===== src/rtl/id_ex_stage_pkg.sv =====
// rtl/id_ex_stage_pkg.sv - shared control-vector layout, hazard FSM encoding and counter helpers
// Purpose: one definition of the decode control bundles, the ID/EX hazard FSM
//          states and the event-counter width, shared by decode, the ID/EX
//          register and downstream stages.
// Ports:   none (package).
package id_ex_stage_pkg;

  // Control vector widths
  localparam int CTRL_E_W = 5;
  localparam int CTRL_M_W = 3;
  localparam int CTRL_W_W = 2;

  // control_E = {ALUSrc, RegDst, JRop, ALUOp[1:0]}
  localparam int E_ALUSRC   = 4;
  localparam int E_REGDST   = 3;
  localparam int E_JROP     = 2;
  localparam int E_ALUOP_HI = 1;
  localparam int E_ALUOP_LO = 0;

  // control_M = {Branch, MemWrite, MemRead}
  localparam int M_BRANCH   = 2;
  localparam int M_MEMWRITE = 1;
  localparam int M_MEMREAD  = 0;

  // control_W = {MemtoReg, RegWrite}
  localparam int W_MEMTOREG = 1;
  localparam int W_REGWRITE = 0;

  localparam int DATA_W = 32;
  localparam int REG_W  = 5;

  // Hazard FSM: RUN is the reset/default state
  typedef enum logic {
    ST_RUN   = 1'b0,
    ST_STALL = 1'b1
  } hz_state_t;

  // Event counters
  localparam int              CNT_W   = 16;
  localparam logic [CNT_W-1:0] CNT_MAX = {CNT_W{1'b1}};

  function automatic logic [CNT_W-1:0] sat_inc(input logic [CNT_W-1:0] value);
    return (value == CNT_MAX) ? value : value + 1'b1;
  endfunction

endpackage


===== src/rtl/id_ex_stage_load_use_detect.sv =====
// rtl/id_ex_stage_load_use_detect.sv - combinational load-use hazard compare
// Purpose: flags a load in EX whose destination (ex_rt, nonzero) is a source
//          of the instruction currently in ID.
// Ports:   ex_mem_read - MemRead bit of the registered EX control
//          ex_rt       - destination register of the EX load
//          rs_id/rt_id - source registers of the ID instruction
//          hazard      - raw compare result (no FSM gating)
module load_use_detect
  import id_ex_stage_pkg::*;
(
  input  logic             ex_mem_read,
  input  logic [REG_W-1:0] ex_rt,
  input  logic [REG_W-1:0] rs_id,
  input  logic [REG_W-1:0] rt_id,
  output logic             hazard
);

  // $zero is never a real dependency, so a load targeting r0 never stalls.
  assign hazard = ex_mem_read && (ex_rt != '0) && ((ex_rt == rs_id) || (ex_rt == rt_id));

endmodule


===== src/rtl/id_ex_stage.sv =====
// rtl/id_ex_stage.sv - ID/EX pipeline register with load-use stall and flush bubbles
// Purpose: registers decode outputs into EX, inserts a bubble on a load-use
//          hazard or a redirect flush, and counts stall and flush events.
// Ports:   clk, rst_n (async active-low)
//          control_E/M/W, rs_data, rt_data, imm_ext, pc_plus4, rs_id, rt_id,
//          rd_id, flush - ID-stage inputs
//          ex_* - registered EX-stage copies
//          stall - combinational hold request for PC and IF/ID
//          stall_cnt, flush_cnt - saturating event counters
module id_ex_stage
  import id_ex_stage_pkg::*;
(
  input  logic                clk,
  input  logic                rst_n,
  input  logic [CTRL_E_W-1:0] control_E,
  input  logic [CTRL_M_W-1:0] control_M,
  input  logic [CTRL_W_W-1:0] control_W,
  input  logic [DATA_W-1:0]   rs_data,
  input  logic [DATA_W-1:0]   rt_data,
  input  logic [DATA_W-1:0]   imm_ext,
  input  logic [DATA_W-1:0]   pc_plus4,
  input  logic [REG_W-1:0]    rs_id,
  input  logic [REG_W-1:0]    rt_id,
  input  logic [REG_W-1:0]    rd_id,
  input  logic                flush,
  output logic [CTRL_E_W-1:0] ex_control_E,
  output logic [CTRL_M_W-1:0] ex_control_M,
  output logic [CTRL_W_W-1:0] ex_control_W,
  output logic [DATA_W-1:0]   ex_rs_data,
  output logic [DATA_W-1:0]   ex_rt_data,
  output logic [DATA_W-1:0]   ex_imm,
  output logic [DATA_W-1:0]   ex_pc_plus4,
  output logic [REG_W-1:0]    ex_rs,
  output logic [REG_W-1:0]    ex_rt,
  output logic [REG_W-1:0]    ex_rd,
  output logic                stall,
  output logic [CNT_W-1:0]    stall_cnt,
  output logic [CNT_W-1:0]    flush_cnt
);

  hz_state_t state;
  hz_state_t state_next;
  logic      hazard;
  logic      bubble;

  load_use_detect u_load_use_detect (
    .ex_mem_read (ex_control_M[M_MEMREAD]),
    .ex_rt       (ex_rt),
    .rs_id       (rs_id),
    .rt_id       (rt_id),
    .hazard      (hazard)
  );

  // The STALL gate is belt-and-braces: the bubble already clears MemRead,
  // but gating on state guarantees a load-use stall lasts one cycle.
  assign stall  = rst_n && (state == ST_RUN) && hazard;
  assign bubble = flush || stall;

  always_comb begin
    state_next = state;
    case (state)
      ST_RUN:   if (stall && !flush) state_next = ST_STALL;
      ST_STALL: state_next = ST_RUN;
      default:  state_next = ST_RUN;
    endcase
  end

  always_ff @(posedge clk or negedge rst_n) begin
    if (!rst_n) begin
      state <= ST_RUN;
    end else begin
      state <= state_next;
    end
  end

  // Pipeline register: a bubble zeroes everything, not just the controls,
  // so a squashed slot is fully deterministic downstream.
  always_ff @(posedge clk or negedge rst_n) begin
    if (!rst_n) begin
      ex_control_E <= '0;
      ex_control_M <= '0;
      ex_control_W <= '0;
      ex_rs_data   <= '0;
      ex_rt_data   <= '0;
      ex_imm       <= '0;
      ex_pc_plus4  <= '0;
      ex_rs        <= '0;
      ex_rt        <= '0;
      ex_rd        <= '0;
    end else if (bubble) begin
      ex_control_E <= '0;
      ex_control_M <= '0;
      ex_control_W <= '0;
      ex_rs_data   <= '0;
      ex_rt_data   <= '0;
      ex_imm       <= '0;
      ex_pc_plus4  <= '0;
      ex_rs        <= '0;
      ex_rt        <= '0;
      ex_rd        <= '0;
    end else begin
      ex_control_E <= control_E;
      ex_control_M <= control_M;
      ex_control_W <= control_W;
      ex_rs_data   <= rs_data;
      ex_rt_data   <= rt_data;
      ex_imm       <= imm_ext;
      ex_pc_plus4  <= pc_plus4;
      ex_rs        <= rs_id;
      ex_rt        <= rt_id;
      ex_rd        <= rd_id;
    end
  end

  // A stall coinciding with a flush is attributed to the flush only.
  always_ff @(posedge clk or negedge rst_n) begin
    if (!rst_n) begin
      stall_cnt <= '0;
      flush_cnt <= '0;
    end else if (flush) begin
      flush_cnt <= sat_inc(flush_cnt);
    end else if (stall) begin
      stall_cnt <= sat_inc(stall_cnt);
    end
  end

endmodule


===== config.mk =====
export PLATFORM = sky130hd
export DESIGN_NAME = id_ex_stage
export DESIGN_NICKNAME = d
export VERILOG_FILES = /design/src/rtl/id_ex_stage_pkg.sv /design/src/rtl/id_ex_stage_load_use_detect.sv /design/src/rtl/id_ex_stage.sv
export SDC_FILE = /design/constraint.sdc
export NUM_CORES = 1
export LEC_CHECK = 0
export CORE_MARGIN = 2
export CORE_UTILIZATION = 30
export DETAILED_ROUTE_END_ITERATION = 8
export DONT_BUFFER_PORTS = 1
export GPL_TIMING_DRIVEN = 0
export PLACE_DENSITY = 0.54
export SLEW_MARGIN = 25
export SYNTH_ARGS = -nofsm -noshare
export SYNTH_HDL_FRONTEND = slang
export SYNTH_SLANG_ARGS = --single-unit

===== constraint.sdc =====
create_clock -name clk -period 3.2 [get_ports clk]
set_input_delay 0.32 -clock clk [delete_from_list [all_inputs] [get_ports clk]]
set_output_delay 0.32 -clock clk [all_outputs]
set_load 0.1 [all_outputs]

==> summary.md, run 1 <==
| Metric | Value |
|---|---|
| Chip width | about 150 um |
| CTS Buffer Depth | 2 |
| Antenna diodes | 0 |
| First-pass GRT wire length | ~25000 um |
| Setup TNS | 0 ns |
| Syn_area_per_cell | 13.54 um2 |
| Antenna Nets Post-Route | 0 |
| CP cell instances | or4_1 -> o2111ai_2 -> nor2_4 -> nor2_8 -> clkbuf_1 -> and2_1 |
| Critical path startpoint category | flop |
| Worst Path Required | between 3 and 4 ns |
| Clock Skew | ~0.013 ns |
| GRT Residual Overflow | 0 |
| R2R depth | 6 |
| Final hold slack | -0.4211 ns |
| Fin crit period | 3.011 ns |
| Max Fclk | 332.1 MHz |
| Die Area | around 0.023 mm2 |
| Worst Path Buf+Inv | 1 |
| Most common cell in the netlist | dfrtp_1 |
| Final Hold Viols | 186 |
| Core Region | ~0.022 mm2 |
| GP Congestion | a little under 0.8 |
| RR Startpoint | ex_rt[3]$_DFF_PN0_ |
| Post-DR wirelength/cell | 18.60 um |
| Vias in the first global route | roughly 4400 |
| Clk_lat worst skew | 0.43 ns |
| Failing checks | negative hold slack |
| CTS Buf Count | 17 |
| Synth cell count leaders | dfrtp_1 (186), and2_1 (153), xnor2_1 (25), nand3_1 (20), nand2_1 (17) |
| Final setup fails | 0 |
| Part of the cycle the worst path needs | about 94% |
| Max-slew violations | 0 |
| Crit path max fanout | 10 |
| IO Pins | between 300 and 400 |
| Nets | 752 |
| Mapped Nets | roughly 650 |
| Clock sinks | between 150 and 200 |
| Synth Cell Area | 0.006593 mm2 |
| Power per cell area | roughly 740 mW/mm2 |
| Largest delay share family, worst path | simple AND/OR/NAND/NOR gates |
| Initial Util | roughly 30% |
| Reg clk slew, reported paths | 0.08 ns |
| Placement Rows | 54 |
| CTS root buf | clkbuf_16 |
| Async SR Flop Fraction | 100.0% |
| Max-cap violations | 0 |
| Routed vias | a little under 4000 |
| Crit path kind | reg2reg |
| Layout area overhead | 28.18% |
| Total Wirelength | roughly 17000 um |
| Main synth FF type | dfrtp_1 |
| Via/cell ratio | approximately 4.4 |
| Tot GR Track Use | ~14% |
| Critical Path Sink Type | flop |
| H-tree levels | 4 |
| Top cell type's share of synthesized area | 70.60% |
| EDFF count, synth | 0 |
| RSZ-0062 raised after global routing | false |
| Synth unique cells | 31 |
| Worst-margin pin slew | between 1 and 1.5 ns |
| Die boundary height | between 150 and 200 um |
| Status | finished with violations |
| Cells after synthesis | a little under 500 |
| Post-DP HPWL | between 10000 and 15000 um |
| Sequential area share after synthesis | between 70% and 80% |
| Port Buf Inserts | 0 |
| Share of layout cells above drive strength 1 | ~8.4% |
| Starting DRT DRC Count | 120 |
| Largest stage delay on the critical path | roughly 0.8 ns |
| Antenna violations before repair | 0 |
| Dominant cell type by area after synthesis | dfrtp_1 |
| HP Class | in2async |
| Peak supply drop | 243.6 uV |
| DRC viols | 0 |
| #FFs+latches synth | between 150 and 200 |
| Crit. Startpoint | ex_rt[3]$_DFF_PN0_ |
| Relative slew slack | a little under a third |
| CP arrival | 3.36 ns |
| CTS tree | done |
| Slowest cell on crit path | dfrtp_1 |
| Synth top area cells | dfrtp_1 (71%), and2_1 (15%), xnor2_1 (3.3%) |
| Drt first pass iters | 6 |
| Largest net degree at the start of global routing | 188 |
| Ys Warns | 0 |
| P_leak | around 3.8 nW |
| CP Depth | 6 |
==> report_power, final <==
group / switching, mW / internal (mW) / leakage (nW)
clock: 1.06 / 1.07 / 0.300
combinational: 0.145 / 0.205 / 1.14
sequential: 1.28 / 2.47 / 2.40
total: 2.49 / 3.75 / 3.84
==> layer usage <==
metal	up-vias	GRT usage, %	routed length (um)
li1	1744	-	-
met1	1966	15.36	6169
met2	194	24.39	8567
met3	24	6.399	1377
met4	0	6.186	386
met5	-	0	0
==> through the flow <==
step / power [mW] / worst slack (ns) / instance area, um2 / util [%] / cells
5_1_grt: 6.478 / 0.01048 / 8451 / 38.96 / 887
3_5_place_dp: 4.082 / 0.04822 / 6948 / 32.04 / 767
6_report: 6.248 / 0.1891 / 8451 / 38.96 / 887
3_3_place_gp: 4.065 / 0.09605 / 6948 / 32.04 / 767
4_1_cts: 6.326 / 0.03767 / 8407 / 38.76 / 883
2_1_floorplan: 3.969 / 0.3873 / 6598 / - / 487
==> state kept, by name, summed over array words and instances (netlist names) <==
register,flops
ex_control_E,5
flush_cnt,16
ex_rd,5
ex_rs_data,32
ex_control_M,3
ex_control_W,2
ex_rt_data,32
ex_rt,5
ex_rs,5
stall_cnt,16
ex_imm,32
state,1
ex_pc_plus4,32
==> cells by family (layout without fill, tap and decap cells) <==
family | Yosys count | count (layout) | synth area share (%)
AO/OA/AOI/OAI | 8 | 8 | 0.9301
XOR/XNOR | 37 | 37 | 4.916
adder cells (fa/ha/maj) | 2 | 2 | 0.3795
buffers and inverters | 23 | 143 | 2.391
flip-flops | 186 | 186 | 70.60
multiplexers | 3 | 3 | 0.5124
AND/OR/NAND/NOR | 228 | 228 | 20.27
==> cells in the final DEF (no fill, tap or decap), types with 3 or more instances in the layout <==
cell type / Yosys / layout
and2_1: 153 / 153
dfrtp_2: 0 / 3
nand2_1: 17 / 17
mux2_2: 3 / 3
inv_6: 0 / 4
nor3_1: 8 / 8
xnor2_1: 25 / 25
xor2_1: 12 / 12
clkbuf_16: 0 / 17
clkinv_8: 0 / 6
dfrtp_1: 186 / 183
nand3_1: 20 / 20
buf_6: 7 / 7
nor4_1: 3 / 3
nand4_1: 4 / 4
clkbuf_1: 9 / 9
nor2_1: 13 / 13
inv_1: 4 / 4
dlygate4sd3_1: 0 / 88
==> cell type report <==
class / instances / area, um2
clock buffer: 17 / 425.4
tap: 280 / 350.3
buffer: 19 / 142.6
inverter: 4 / 15.01
clock inverter: 15 / 192.7
timing repair buffer: 88 / 880.8
multi-input combinational: 278 / 1785
sequential: 186 / 4658
fill: 2002 / 13240
==> path summary, 6_finish.rpt <==
kind | to | slack, ns
max reg2reg | ex_pc_plus4[7]$_DFF_PN0_ | 0.19
max in group asynchronous | flush_cnt[8]$_DFFE_PN0P_ | 3.31
min reg2reg | state$_DFF_PN0_ | 0.58
max | ex_pc_plus4[7]$_DFF_PN0_ | 0.19
min in group clk | ex_imm[11]$_DFF_PN0_ | 0.02
min | ex_imm[14]$_DFF_PN0_ | -0.42
==> repair_timing <==
action	in CTS	in global routing
endpoints found under the setup margin	0	8
hold buffers	84	4
endpoints found under the hold margin	270	190
setup buffers	0	0
gates resized for setup	0	3
Note: power is estimated with default switching activity, not from simulation.
==> run 2: changes to the inputs <==
- CTS_CLUSTER_SIZE: not set -> 12
==> results of run 2 <==
No change in the layout: final DEF, timing and power equal those of run 1.
